### src/rtl/adbg_jsp_16550_pkg.sv
`default_nettype none
// ============================================================================
//  Module   : adbg_jsp_16550_pkg
//  Purpose  : Shared constants, types and helpers for the JSP 16550 APB core:
//             register indices, IIR codes, FCR layout and RX trigger levels.
//  Revision : 1.0  initial release
// ============================================================================
package adbg_jsp_16550_pkg;

    // Register indices (PADDR)
    localparam logic [2:0] REG_RBR_THR = 3'd0;
    localparam logic [2:0] REG_IER     = 3'd1;
    localparam logic [2:0] REG_IIR_FCR = 3'd2;
    localparam logic [2:0] REG_LCR     = 3'd3;
    localparam logic [2:0] REG_MCR     = 3'd4;
    localparam logic [2:0] REG_LSR     = 3'd5;
    localparam logic [2:0] REG_MSR     = 3'd6;
    localparam logic [2:0] REG_SCR     = 3'd7;

    // IIR codes, highest priority first
    localparam logic [7:0] IIR_RLS  = 8'hC6;
    localparam logic [7:0] IIR_RDA  = 8'hC4;
    localparam logic [7:0] IIR_CTO  = 8'hCC;
    localparam logic [7:0] IIR_THRE = 8'hC2;
    localparam logic [7:0] IIR_NONE = 8'hC1;

    // Modem status is fixed: CTS/DSR/DCD asserted
    localparam logic [7:0] MSR_VALUE = 8'hB0;

    // RX trigger level selection held in FCR[7:6]
    typedef enum logic [1:0] {
        TRIG_ONE       = 2'b00,
        TRIG_QUARTER   = 2'b01,
        TRIG_HALF      = 2'b10,
        TRIG_NEAR_FULL = 2'b11
    } trig_e;

    // FCR write layout
    typedef struct packed {
        trig_e      trig;
        logic [2:0] rsvd;
        logic       tx_clr;
        logic       rx_clr;
        logic       fifo_en;
    } fcr_struct;

    // Interrupt identification: first matching source wins
    function automatic logic [7:0] iir_code(
        input logic       oe,
        input logic [2:0] ier,
        input logic       rx_trig,
        input logic       timeout,
        input logic       thre_arm,
        input logic       temt
    );
        logic [7:0] code;
        if (oe & ier[2])                   code = IIR_RLS;
        else if (rx_trig & ier[0])         code = IIR_RDA;
        else if (timeout & ier[0])         code = IIR_CTO;
        else if (thre_arm & temt & ier[1]) code = IIR_THRE;
        else                               code = IIR_NONE;
        return code;
    endfunction

endpackage
`default_nettype wire

### src/rtl/adbg_jsp_apb_uart16550_if.sv
`default_nettype none
// ============================================================================
//  Module   : adbg_jsp_apb_uart16550_if
//  Purpose  : APB3 bus bundle (3-bit index, 8-bit data) for the JSP 16550.
//  Revision : 1.0  initial release
// ============================================================================
interface adbg_jsp_apb_uart16550_if;
    logic       PSEL;
    logic       PENABLE;
    logic       PWRITE;
    logic [2:0] PADDR;
    logic [7:0] PWDATA;
    logic [7:0] PRDATA;
    logic       PREADY;
    logic       PSLVERR;

    modport master (
        output PSEL, PENABLE, PWRITE, PADDR, PWDATA,
        input  PRDATA, PREADY, PSLVERR
    );

    modport slave (
        input  PSEL, PENABLE, PWRITE, PADDR, PWDATA,
        output PRDATA, PREADY, PSLVERR
    );
endinterface
`default_nettype wire

### src/rtl/adbg_jsp_sync_fifo.sv
`default_nettype none
// ============================================================================
//  Module   : adbg_jsp_sync_fifo
//  Purpose  : Single-clock FIFO with synchronous clear. A push into a full
//             FIFO is accepted only when a pop happens in the same cycle;
//             clear overrides both push and pop.
//  Revision : 1.0  initial release
// ============================================================================
module adbg_jsp_sync_fifo #(
    parameter  int DEPTH = 16,
    parameter  int WIDTH = 8,
    localparam int CW    = $clog2(DEPTH) + 1,
    localparam int AW    = $clog2(DEPTH)
) (
    input  wire logic             PCLK,
    input  wire logic             rst_i,
    input  wire logic             push,
    input  wire logic             pop,
    input  wire logic             clr,
    input  wire logic [WIDTH-1:0] din,
    output logic      [WIDTH-1:0] dout,
    output logic      [CW-1:0]    count,
    output logic                  full,
    output logic                  empty
);

    logic [WIDTH-1:0] mem_q [DEPTH];
    logic [WIDTH-1:0] mem_d [DEPTH];
    logic [AW-1:0]    wr_ptr_q, wr_ptr_d;
    logic [AW-1:0]    rd_ptr_q, rd_ptr_d;
    logic [CW-1:0]    count_q, count_d;
    logic             push_ok;
    logic             pop_ok;

    assign full  = (count_q == CW'(DEPTH));
    assign empty = (count_q == '0);
    assign count = count_q;
    assign dout  = mem_q[rd_ptr_q];

    // Next-state of storage, pointers and occupancy
    always_comb begin
        mem_d    = mem_q;
        wr_ptr_d = wr_ptr_q;
        rd_ptr_d = rd_ptr_q;
        count_d  = count_q;
        pop_ok   = pop & ~empty;
        push_ok  = push & (~full | pop_ok);
        if (clr) begin
            wr_ptr_d = '0;
            rd_ptr_d = '0;
            count_d  = '0;
        end else begin
            if (push_ok) begin
                // When full with a pop, wr_ptr equals rd_ptr: the head is
                // replaced only after it has been read out this cycle.
                mem_d[wr_ptr_q] = din;
                wr_ptr_d        = wr_ptr_q + AW'(1);
            end
            if (pop_ok) begin
                rd_ptr_d = rd_ptr_q + AW'(1);
            end
            count_d = count_q + CW'(push_ok) - CW'(pop_ok);
        end
    end

    // State registers, cleared asynchronously
    always_ff @(posedge PCLK or posedge rst_i) begin
        if (rst_i) begin
            for (int i = 0; i < DEPTH; i++) begin
                mem_q[i] <= '0;
            end
            wr_ptr_q <= '0;
            rd_ptr_q <= '0;
            count_q  <= '0;
        end else begin
            mem_q    <= mem_d;
            wr_ptr_q <= wr_ptr_d;
            rd_ptr_q <= rd_ptr_d;
            count_q  <= count_d;
        end
    end

endmodule
`default_nettype wire

### src/rtl/adbg_jsp_apb_uart16550.sv
`default_nettype none
// ============================================================================
//  Module   : adbg_jsp_apb_uart16550
//  Purpose  : PCLK-domain core of the JTAG Serial Port. 16550-style APB
//             register file over an RX FIFO (JTAG->host) and a TX FIFO
//             (host->JTAG), with trigger levels, overrun, character timeout,
//             loopback and PSLVERR on illegal FIFO accesses.
//  Revision : 1.0  initial release
// ============================================================================
module adbg_jsp_apb_uart16550
    import adbg_jsp_16550_pkg::*;
#(
    parameter  int DEPTH   = 16,
    parameter  int TIMEOUT = 1024,
    localparam int CW      = $clog2(DEPTH) + 1
) (
    input  wire logic                 PCLK,
    input  wire logic                 rst_i,
    input  wire logic                 jsp_wr_i,
    input  wire logic [7:0]           jsp_wdata_i,
    input  wire logic                 jsp_rd_i,
    output logic      [7:0]           jsp_rdata_o,
    output logic      [CW-1:0]        jsp_tx_avail_o,
    output logic      [CW-1:0]        jsp_rx_free_o,
    adbg_jsp_apb_uart16550_if.slave   apb,
    output logic                      int_o
);

    localparam int TW = $clog2(TIMEOUT + 1);

    // Registers
    logic [3:0]    ier_q, ier_d;
    logic [7:0]    lcr_q, lcr_d;
    logic [4:0]    mcr_q, mcr_d;
    logic [7:0]    scr_q, scr_d;
    logic [7:0]    dll_q, dll_d;
    logic [7:0]    dlm_q, dlm_d;
    trig_e         trig_q, trig_d;
    logic          oe_q, oe_d;
    logic          arm_q, arm_d;
    logic [TW-1:0] tmo_q, tmo_d;
    logic          int_q, int_d;

    // FIFO interface
    logic [7:0]    rx_dout, tx_dout, rx_din;
    logic [CW-1:0] rx_count, tx_count, rx_count_nxt, tx_count_nxt;
    logic          rx_full, rx_empty, tx_full, tx_empty;
    logic          rx_push_ok, rx_pop_ok, tx_push_ok, tx_pop_ok;
    logic          rx_clr, tx_clr;

    // Access decode
    logic          acc, wr_acc, rd_acc, dlab, loop;
    logic          thr_wr, rbr_rd, ier_wr, fcr_wr, iir_rd, lsr_rd, lb_wr;
    logic          tx_push_req, rx_push_req, oe_set, arm_set, arm_clr;
    fcr_struct     fcr;
    logic [7:0]    iir_now, lsr, rdata;
    logic          unused_fcr_bits;

    function automatic logic [CW-1:0] trig_level(input trig_e t);
        logic [CW-1:0] lvl;
        case (t)
            TRIG_ONE:     lvl = CW'(1);
            TRIG_QUARTER: lvl = CW'(DEPTH / 4);
            TRIG_HALF:    lvl = CW'(DEPTH / 2);
            default:      lvl = CW'(DEPTH - 2);
        endcase
        return lvl;
    endfunction

    assign acc    = apb.PSEL & apb.PENABLE;
    assign wr_acc = acc & apb.PWRITE;
    assign rd_acc = acc & ~apb.PWRITE;
    assign dlab   = lcr_q[7];
    assign loop   = mcr_q[4];
    assign fcr    = fcr_struct'(apb.PWDATA);
    assign unused_fcr_bits = ^{fcr.rsvd, fcr.fifo_en};

    assign thr_wr = wr_acc & (apb.PADDR == REG_RBR_THR) & ~dlab;
    assign rbr_rd = rd_acc & (apb.PADDR == REG_RBR_THR) & ~dlab;
    assign ier_wr = wr_acc & (apb.PADDR == REG_IER) & ~dlab;
    assign fcr_wr = wr_acc & (apb.PADDR == REG_IIR_FCR);
    assign iir_rd = rd_acc & (apb.PADDR == REG_IIR_FCR);
    assign lsr_rd = rd_acc & (apb.PADDR == REG_LSR);

    // FIFO control: a clear beats any push or pop to the same FIFO
    assign rx_clr      = fcr_wr & fcr.rx_clr;
    assign tx_clr      = fcr_wr & fcr.tx_clr;
    assign lb_wr       = thr_wr & loop;
    assign tx_push_req = thr_wr & ~loop;
    // In loopback the THR byte owns the RX write port; a colliding JTAG byte
    // is dropped and reported as an overrun.
    assign rx_push_req = lb_wr | jsp_wr_i;
    assign rx_din      = lb_wr ? apb.PWDATA : jsp_wdata_i;
    assign rx_pop_ok   = rbr_rd & ~rx_empty & ~rx_clr;
    assign tx_pop_ok   = jsp_rd_i & ~tx_empty & ~tx_clr;
    assign rx_push_ok  = rx_push_req & (~rx_full | rx_pop_ok) & ~rx_clr;
    assign tx_push_ok  = tx_push_req & (~tx_full | tx_pop_ok) & ~tx_clr;

    assign rx_count_nxt = rx_clr ? '0 : rx_count + CW'(rx_push_ok) - CW'(rx_pop_ok);
    assign tx_count_nxt = tx_clr ? '0 : tx_count + CW'(tx_push_ok) - CW'(tx_pop_ok);

    assign oe_set  = jsp_wr_i & (lb_wr | (rx_full & ~rx_pop_ok));
    assign iir_now = iir_code(oe_q, ier_q[2:0], rx_count >= trig_level(trig_q),
                              tmo_q == TW'(TIMEOUT), arm_q, tx_empty);
    assign arm_set = (tx_pop_ok & ~tx_push_ok & (tx_count == CW'(1)))
                   | (ier_wr & apb.PWDATA[1] & tx_empty);
    assign arm_clr = thr_wr | (iir_rd & (iir_now == IIR_THRE));

    assign lsr = {1'b0, tx_empty, ~tx_full, 3'b000, oe_q, ~rx_empty};

    adbg_jsp_sync_fifo #(.DEPTH(DEPTH), .WIDTH(8)) u_rx_fifo (
        .PCLK  (PCLK),
        .rst_i (rst_i),
        .push  (rx_push_ok),
        .pop   (rx_pop_ok),
        .clr   (rx_clr),
        .din   (rx_din),
        .dout  (rx_dout),
        .count (rx_count),
        .full  (rx_full),
        .empty (rx_empty)
    );

    adbg_jsp_sync_fifo #(.DEPTH(DEPTH), .WIDTH(8)) u_tx_fifo (
        .PCLK  (PCLK),
        .rst_i (rst_i),
        .push  (tx_push_ok),
        .pop   (tx_pop_ok),
        .clr   (tx_clr),
        .din   (apb.PWDATA),
        .dout  (tx_dout),
        .count (tx_count),
        .full  (tx_full),
        .empty (tx_empty)
    );

    // Register writes, flag updates, timeout and interrupt next-state
    always_comb begin
        ier_d  = ier_q;
        lcr_d  = lcr_q;
        mcr_d  = mcr_q;
        scr_d  = scr_q;
        dll_d  = dll_q;
        dlm_d  = dlm_q;
        trig_d = trig_q;
        if (wr_acc) begin
            case (apb.PADDR)
                REG_RBR_THR: if (dlab) dll_d = apb.PWDATA;
                REG_IER:     if (dlab) dlm_d = apb.PWDATA;
                             else      ier_d = apb.PWDATA[3:0];
                REG_IIR_FCR: trig_d = fcr.trig;
                REG_LCR:     lcr_d  = apb.PWDATA;
                REG_MCR:     mcr_d  = apb.PWDATA[4:0];
                REG_SCR:     scr_d  = apb.PWDATA;
                default:     ;
            endcase
        end

        // A new overrun in the same cycle as an LSR read stays visible
        if (oe_set)      oe_d = 1'b1;
        else if (lsr_rd) oe_d = 1'b0;
        else             oe_d = oe_q;

        if (arm_clr)      arm_d = 1'b0;
        else if (arm_set) arm_d = 1'b1;
        else              arm_d = arm_q;

        if (rx_push_ok | rx_pop_ok | rx_empty) tmo_d = '0;
        else if (tmo_q != TW'(TIMEOUT))        tmo_d = tmo_q + TW'(1);
        else                                   tmo_d = tmo_q;

        // Evaluated on next-state so int_o rises one cycle after its cause
        int_d = (iir_code(oe_d, ier_d[2:0], rx_count_nxt >= trig_level(trig_d),
                          tmo_d == TW'(TIMEOUT), arm_d, tx_count_nxt == '0)
                 != IIR_NONE);
    end

    // Read data mux, driven only during a read access
    always_comb begin
        rdata = 8'h00;
        if (rd_acc) begin
            case (apb.PADDR)
                REG_RBR_THR: rdata = dlab ? dll_q : (rx_empty ? 8'h00 : rx_dout);
                REG_IER:     rdata = dlab ? dlm_q : {4'h0, ier_q};
                REG_IIR_FCR: rdata = iir_now;
                REG_LCR:     rdata = lcr_q;
                REG_MCR:     rdata = {3'b000, mcr_q};
                REG_LSR:     rdata = lsr;
                REG_MSR:     rdata = MSR_VALUE;
                default:     rdata = scr_q;
            endcase
        end
    end

    // Control/status registers, cleared asynchronously
    always_ff @(posedge PCLK or posedge rst_i) begin
        if (rst_i) begin
            ier_q  <= '0;
            lcr_q  <= '0;
            mcr_q  <= '0;
            scr_q  <= '0;
            dll_q  <= '0;
            dlm_q  <= '0;
            trig_q <= TRIG_ONE;
            oe_q   <= 1'b0;
            arm_q  <= 1'b0;
            tmo_q  <= '0;
            int_q  <= 1'b0;
        end else begin
            ier_q  <= ier_d;
            lcr_q  <= lcr_d;
            mcr_q  <= mcr_d;
            scr_q  <= scr_d;
            dll_q  <= dll_d;
            dlm_q  <= dlm_d;
            trig_q <= trig_d;
            oe_q   <= oe_d;
            arm_q  <= arm_d;
            tmo_q  <= tmo_d;
            int_q  <= int_d;
        end
    end

    assign apb.PRDATA  = rdata;
    assign apb.PREADY  = 1'b1;
    assign apb.PSLVERR = (lb_wr & ~rx_push_ok) | (tx_push_req & ~tx_push_ok)
                       | (rbr_rd & rx_empty);

    assign jsp_rdata_o    = tx_empty ? 8'h00 : tx_dout;
    assign jsp_tx_avail_o = tx_count;
    assign jsp_rx_free_o  = CW'(DEPTH) - rx_count;
    assign int_o          = int_q;

endmodule
`default_nettype wire

### src/flat_wrapper.sv
// flat-port wrapper written by rule: the top's interface ports become plain ports
module adbg_jsp_apb_uart16550_flat import adbg_jsp_16550_pkg::*;
#(
    parameter  int DEPTH   = 16,
    parameter  int TIMEOUT = 1024,
    localparam int CW      = $clog2(DEPTH) + 1
)
  (PCLK, rst_i, jsp_wr_i, jsp_wdata_i, jsp_rd_i, jsp_rdata_o, jsp_tx_avail_o, jsp_rx_free_o, int_o, apb_PSEL, apb_PENABLE, apb_PWRITE, apb_PADDR, apb_PWDATA, apb_PRDATA, apb_PREADY, apb_PSLVERR);
  adbg_jsp_apb_uart16550_if apb_i ();
  input  wire logic PCLK;
  input  wire logic rst_i;
  input  wire logic jsp_wr_i;
  input  wire logic [7:0] jsp_wdata_i;
  input  wire logic jsp_rd_i;
  output logic      [7:0] jsp_rdata_o;
  output logic      [CW-1:0] jsp_tx_avail_o;
  output logic      [CW-1:0] jsp_rx_free_o;
  output logic int_o;
  input wire logic [$bits(apb_i.PSEL)-1:0] apb_PSEL;
  input wire logic [$bits(apb_i.PENABLE)-1:0] apb_PENABLE;
  input wire logic [$bits(apb_i.PWRITE)-1:0] apb_PWRITE;
  input wire logic [$bits(apb_i.PADDR)-1:0] apb_PADDR;
  input wire logic [$bits(apb_i.PWDATA)-1:0] apb_PWDATA;
  output wire logic [$bits(apb_i.PRDATA)-1:0] apb_PRDATA;
  output wire logic [$bits(apb_i.PREADY)-1:0] apb_PREADY;
  output wire logic [$bits(apb_i.PSLVERR)-1:0] apb_PSLVERR;
  assign apb_i.PSEL = apb_PSEL;
  assign apb_i.PENABLE = apb_PENABLE;
  assign apb_i.PWRITE = apb_PWRITE;
  assign apb_i.PADDR = apb_PADDR;
  assign apb_i.PWDATA = apb_PWDATA;
  assign apb_PRDATA = apb_i.PRDATA;
  assign apb_PREADY = apb_i.PREADY;
  assign apb_PSLVERR = apb_i.PSLVERR;
  adbg_jsp_apb_uart16550 #(.DEPTH(DEPTH), .TIMEOUT(TIMEOUT)) u_core (.PCLK(PCLK), .rst_i(rst_i), .jsp_wr_i(jsp_wr_i), .jsp_wdata_i(jsp_wdata_i), .jsp_rd_i(jsp_rd_i), .jsp_rdata_o(jsp_rdata_o), .jsp_tx_avail_o(jsp_tx_avail_o), .jsp_rx_free_o(jsp_rx_free_o), .apb(apb_i), .int_o(int_o));
endmodule
### config.mk
export PLATFORM = sky130hd
export DESIGN_NAME = adbg_jsp_apb_uart16550_flat
export DESIGN_NICKNAME = d
export VERILOG_FILES = /design/src/rtl/adbg_jsp_16550_pkg.sv /design/src/rtl/adbg_jsp_apb_uart16550_if.sv /design/src/rtl/adbg_jsp_sync_fifo.sv /design/src/rtl/adbg_jsp_apb_uart16550.sv /design/src/flat_wrapper.sv
export SDC_FILE = /design/constraint.sdc
export NUM_CORES = 1
export LEC_CHECK = 0
export ABC_CLOCK_PERIOD_IN_PS = 24100
export CAP_MARGIN = 20
export CORE_ASPECT_RATIO = 1.1
export CORE_MARGIN = 3
export CORE_UTILIZATION = 50
export DETAILED_ROUTE_END_ITERATION = 10
export GPL_ROUTABILITY_DRIVEN = 0
export PLACE_DENSITY = 0.66
export SYNTH_ARGS = -nofsm -noshare
export SYNTH_HDL_FRONTEND = slang
export SYNTH_SLANG_ARGS = --single-unit
### constraint.sdc
create_clock -name PCLK -period 24.1 [get_ports PCLK]
set_clock_uncertainty 0.1 [all_clocks]
set_input_delay 3.615 -clock PCLK [delete_from_list [all_inputs] [get_ports PCLK]]
set_output_delay 3.615 -clock PCLK [all_outputs]
set_load 0.01 [all_outputs]
* Word level (Yosys, flattened, before mapping)
Index checks and enable logic that the tools add are counted.
W data, S select, Z words.
** Word-level totals
- Word-level logic and storage cells :: 239
- Bits in registers :: 339
- Output and inout bits :: 29
** Cells by class
- Magnitude comparators :: 8
- Add/sub/neg operators :: 14
- Reduce and logical (&&, ||, !) cells :: 20
- Mux-type cells :: 52
- Eq/ne operators :: 19
- Bitwise operators :: 76
** Operator list (number)
- $bwmux W128 :: 2
- $mux W8 :: 18
- $bmux W8 S4 :: 2
- $demux W8 S4 :: 2
- $pmux W8 S7 :: 1
- $and A1 B1 Y1 :: 48
- $mux W4 :: 8
- $pmux W4 S3 :: 2
- $eq A11 B11 Y1 const B :: 2
- $mux W11 :: 2
- $add A5 B1 Y5 :: 4
- $ge A5 B5 Y1 const B :: 4
- $mux W5 :: 4
- $not A4 Y5 :: 4
- $sub A5 B1 Y5 :: 4
- $add A4 B1 Y4 const B :: 4
- $logic_not A5 Y1 :: 3
- $eq A3 B3 Y1 const B :: 4
- $not A1 Y1 :: 12
- $or A1 B1 Y1 :: 12
- $add A11 B1 Y11 const B :: 1
- $ne A11 B11 Y1 const B :: 1
- $eq A5 B5 Y1 const B :: 2
- $ge A5 B4 Y1 :: 2
- other kinds (18) :: 41

* Logic depth before layout (Yosys ltp)
- Depth in word-level cells :: 22
- Gate-level depth with buffers :: 23
- Gate-level depth less buffers :: 21

* By module
From an unflattened synthesis, not the netlist that was laid out.
** Second synthesis, totals
- Cells, all modules :: 1399
- Area total of the unflattened synthesis :: 17910.9 um2
** By module, submodules not included
- adbg_jsp_sync_fifo (u_core.u_rx_fifo) :: area an instance 6991.7 um2, times used 1, cells an instance 486, sequential area each 3528.4 um2
- adbg_jsp_sync_fifo (u_core.u_tx_fifo) :: area an instance 6929.1 um2, times used 1, cells an instance 486, sequential area each 3528.4 um2
- adbg_jsp_apb_uart16550 :: area an instance 3990.1 um2, times used 1, cells an instance 427, sequential area each 1426.4 um2

* Worst setup path before layout
No wires, ideal clock.
- Path type :: input to output
- From :: input port apb_PADDR[1]
- To :: output port apb_PSLVERR
- Path slack :: 15.184 ns
- Required time :: 20.385 ns
- Buffers on the path :: 2
- Stages on the path :: 8
- Data arrival time :: 5.201 ns
- Path through :: clkbuf_1 > nor3b_1 > and3_1 > clkbuf_1 > a221oi_4 > o21ai_0 > a22oi_1 > nor2_1
** Between the ends
- Longest elaborated chain between the ends :: 12
- Elaborated cells on any way between the ends :: 30
- Classes of those cells :: 1 x eq/ne; 28 x bitwise; 1 x reduce/logical
** Ends and longest elaborated chain
- start, declared :: RTL line flat_wrapper.sv:22 : input wire logic [$bits(apb_i.PADDR)-1:0] apb_PADDR;
- $logic_not A3 Y1 or $eq A3 B2 Y1 (tied branches) :: RTL line adbg_jsp_apb_uart16550.sv:78, adbg_jsp_apb_uart16550.sv:79, adbg_jsp_apb_uart16550.sv:81
- $and A1 B1 Y1 (on tied branches) :: RTL line adbg_jsp_apb_uart16550.sv:79, adbg_jsp_apb_uart16550.sv:81
- $and A1 B1 Y1 (on tied branches) :: RTL line adbg_jsp_apb_uart16550.sv:79, adbg_jsp_apb_uart16550.sv:86, adbg_jsp_apb_uart16550.sv:87
- $and A1 B1 Y1 or $not A1 Y1 (tied branches)
- $and A1 B1 Y1 (on tied branches) :: RTL line adbg_jsp_apb_uart16550.sv:94, adbg_jsp_apb_uart16550.sv:95
- $or A1 B1 Y1 (on tied branches) :: RTL line adbg_jsp_apb_uart16550.sv:96, adbg_jsp_apb_uart16550.sv:97
- $and A1 B1 Y1 (on tied branches) (2 in series) :: RTL line adbg_jsp_apb_uart16550.sv:96, adbg_jsp_apb_uart16550.sv:97
- $not A1 Y1 :: RTL line adbg_jsp_apb_uart16550.sv:226 : assign apb.PSLVERR = (lb_wr & ~rx_push_ok) | (tx_push_req & ~tx_push_ok)
- $and A1 B1 Y1 :: RTL line adbg_jsp_apb_uart16550.sv:226
- $or A1 B1 Y1 :: RTL line adbg_jsp_apb_uart16550.sv:226
- $or A1 B1 Y1 * :: RTL line adbg_jsp_apb_uart16550.sv:227 : | (rbr_rd & rx_empty);
- end, declared :: RTL line flat_wrapper.sv:26 : output wire logic [$bits(apb_i.PSLVERR)-1:0] apb_PSLVERR;
Mark *: on every way between the ends. The rest lies on a longest branch, timed or not.

* Worst setup path in the final report
- From :: input port apb_PADDR[2]
- To :: output port apb_PSLVERR
Same word-level chain as after synthesis.

==> metrics.md <==
| Metric | Value |
|---|---|
| Finished Cell Area | `19,000 um2` |
| Ys flop type | `dfrtp_1` |
| Hold Violations, Final | `0` |
| Top cells by area, synth | `dfrtp_1 (50%), mux4_2 (11%), mux2_2 (10%)` |
| Pwr dens | `109 nW/um2` |
| # IOs | `55` |
| Most common library cells after synthesis | `dfrtp_1 (339), nor2_1 (189), a21oi_1 (150), mux2_2 (150), mux4_2 (80)` |
| Buffers on Ports | `53` |
| N_diodes | `0` |
| Synth Area per Inst | `11.8 um2` |
| Die area | `35,900 um2` |
| Clock latency on the worst-skew pair | `530 ps` |
| Netlist cell types | `66` |
| Yosys warns | `0` |
| Critical path required time | `20,380 ps` |
| Fin util | `58.0%` |
| Row count | `69` |
| CTS Sinks | `339` |
| Pre-antenna DRT Iters | `7` |
| Vias in the first global route | `11,384` |
| Largest net degree at the start of global routing | `115` |
| Area fraction of the dominant cell type after synthesis | `50.4%` |
| Total of max-cap violations | `0` |
| Slew Viols, Final | `0` |
| CTS tree | `yes` |
| Final setup fails | `0` |
| Post-DR vias/cell | `5.90` |
| Post-CTS Hold Buffers | `0` |
| Setup crit end kind | `output port` |
| HP Class | `reg2reg` |
| Worst setup SP type | `primary input` |
| Arrival time worst endpoint | `7380 ps` |
| Number of enable flip-flop cells after synthesis | `0` |
| First-pass GRT wire length | `64.0 mm` |
| WL met1 | `18.0 mm` |
| Area leader, netlist | `dfrtp_1` |
| Critical path class | `in2out` |
| Synth Register Bits | `339` |
| Total negative slack | `0 ps` |
| Share of layout cells above drive strength 1 | `23.0%` |
| Drc violations | `0` |
| RSZ-0062 raised after global routing | `no` |
| Syn Nets | `1,505` |
| Post-Syn Area | `16,800 um2` |
| Worst-path maximum fanout | `26` |
| Ys async rst share | `100%` |
| Root Driver | `clkbuf_16` |
| Detailed placement HPWL | `25.7 mm` |
| Crit path time final | `11,090 ps` |
| Clock slew at reported path FFs | `60 ps` |
| Status | `completed` |
| Top routing layer used | `met4` |
| Fmax | `0.0902 GHz` |
| Tcrit/Tclk final | `46.0%` |
| Slew margin rel. | `26.6%` |
| Final ANT Viol Nets | `0` |
| Die width | `181 um` |
| Most frequent cell after synthesis | `dfrtp_1` |
| Post-CTS Setup Bufs | `0` |
| Post-CTS sizing | `0` |
| Post-Syn Instances | `1,432` |
| Core area | `32,700 um2` |
| Via Count | `11,256` |
| Die Y | `198 um` |
| TritonCTS buffer count | `38` |
| Setup crit start | `apb_PADDR[2]` |
| Met2 wire length | `19.3 mm` |
| Worst hold margin | `376 ps` |
| CTS Buffer Depth | `3` |
| FF-to-FF Start | `u_core.u_rx_fifo.count[0]` |
| Placed cell areas | `17,700 um2` |
| Worst Max-Slew Pin Slew | `1100 ps` |
| DR iter-0 viols | `904` |
| Final net count | `1,526` |
| Initial antenna violation count | `0` |
| Share of the yosys chip area belonging to registers | `50.4%` |
| WL/cell | `21.3 um` |
| Hold_sp | `u_core.u_tx_fifo.mem_q[122]` |
| Initial Util | `51.4%` |
| Gr ovfl total | `0` |
| CTS H-tree depth | `2` |
| Metal3 WL | `2.33 mm` |
| Overall Global Routing Usage | `22.8%` |
| WL final | `40.6 mm` |
| Area grow syn2layout | `12.8%` |
| LEAKAGE | `8.43 nW` |
| Worst vdd ir | `0.0740 mV` |
[flip-flops by register name (all words and copies together) (netlist names), 2 cells and up]
name and cells:
u_core.u_tx_fifo.wr_ptr_q 4, u_core.lcr_q 8, u_core.u_rx_fifo.mem_q 128, u_core.trig_q 2
u_core.u_rx_fifo.wr_ptr_q 4, u_core.u_tx_fifo.count 5, u_core.ier_q 4, u_core.mcr_q 5
u_core.scr_q 8, u_core.u_rx_fifo.rd_ptr_q 4, u_core.dll_q 8, u_core.dlm_q 8
u_core.u_tx_fifo.mem_q 128, u_core.tmo_q 11, u_core.u_tx_fifo.rd_ptr_q 4, u_core.u_rx_fifo.count 5
[stage by stage]
stage | worst slack (ps) | power [mW] | instances
4_1_cts | 13040 | 2.08 | 1905
5_1_grt | 12790 | 2.19 | 1908
3_5_place_dp | 13070 | 1.49 | 1836
6_report | 13010 | 2.06 | 1908
3_3_place_gp | 13170 | 1.47 | 1832
2_1_floorplan | 10990 | 1.31 | 1432
[cell usage in the layout, fill, tap and decap left out, types with 40 or more instances in the layout]
cell / n
clkbuf_16: 40
ha_1: 43
inv_1: 47
dfrtp_1: 337
a21oi_1: 150
o21ai_0: 45
mux4_2: 80
mux2_2: 150
nor2_1: 189
nand2_1: 69
clkdlybuf4s50_1: 53
[worst paths after layout]
| kind | end | slack [ps] | cells after the start |
|---|---|---|---|
| max | apb_PSLVERR | 13010 | 8 |
| min | u_core.u_tx_fifo.mem_q[122] | 380 | 2 |
| max reg2reg | u_core.int_o | 18970 | 21 |
| min reg2reg | u_core.u_tx_fifo.mem_q[122] | 380 | 2 |
| max in group asynchronous | u_core.u_rx_fifo.rd_ptr_q[0] | 18020 | 4 |
| min in group asynchronous | u_core.u_tx_fifo.mem_q[69] | 3530 | 2 |
[power breakdown]
group / switching (mW) / internal, mW
clock network: 0.234 / 0.348
registers: 0.116 / 0.722
logic: 0.322 / 0.321
[logic make-up (layout without fill, tap and decap cells)]
group,count (synthesis),count (layout),synth area share [%]
AO/OA/AOI/OAI,238,238,7.97
XOR/XNOR,33,33,1.72
buffers and inverters,151,201,3.79
multiplexers,246,246,21.7
flip-flops,339,339,50.4
AND/OR/NAND/NOR,377,377,10.7
other,1,1,0.0223
adder cells (fa/ha/maj),47,47,3.67
[worst max-delay path, stage by stage]
cell and delay, ps:
clkdlybuf4s50_1 930, nor4_4 500, nand3_1 680, a221oi_4 750, o21ai_0 160, a22oi_1 160
nor2_1 90, clkdlybuf4s50_1 490
[layer usage]
metal / vias up / track usage (%)
met3: 60 / 3.69
met5: - / 0
li1: 5133 / -
met1: 5725 / 32.3
met4: 0 / 6.18
met2: 338 / 37.2
[final cells by class]
class / instances / area, um2
inverters: 50 / 198
clock buffers: 55 / 1090
fillers: 2682 / 13700
clock inverters: 14 / 174
well taps: 426 / 533
flip-flops and latches: 339 / 8490
multi-input cells: 942 / 7720
repair buffers: 82 / 786
No activity file was read; power rests on OpenSTA's default activity.
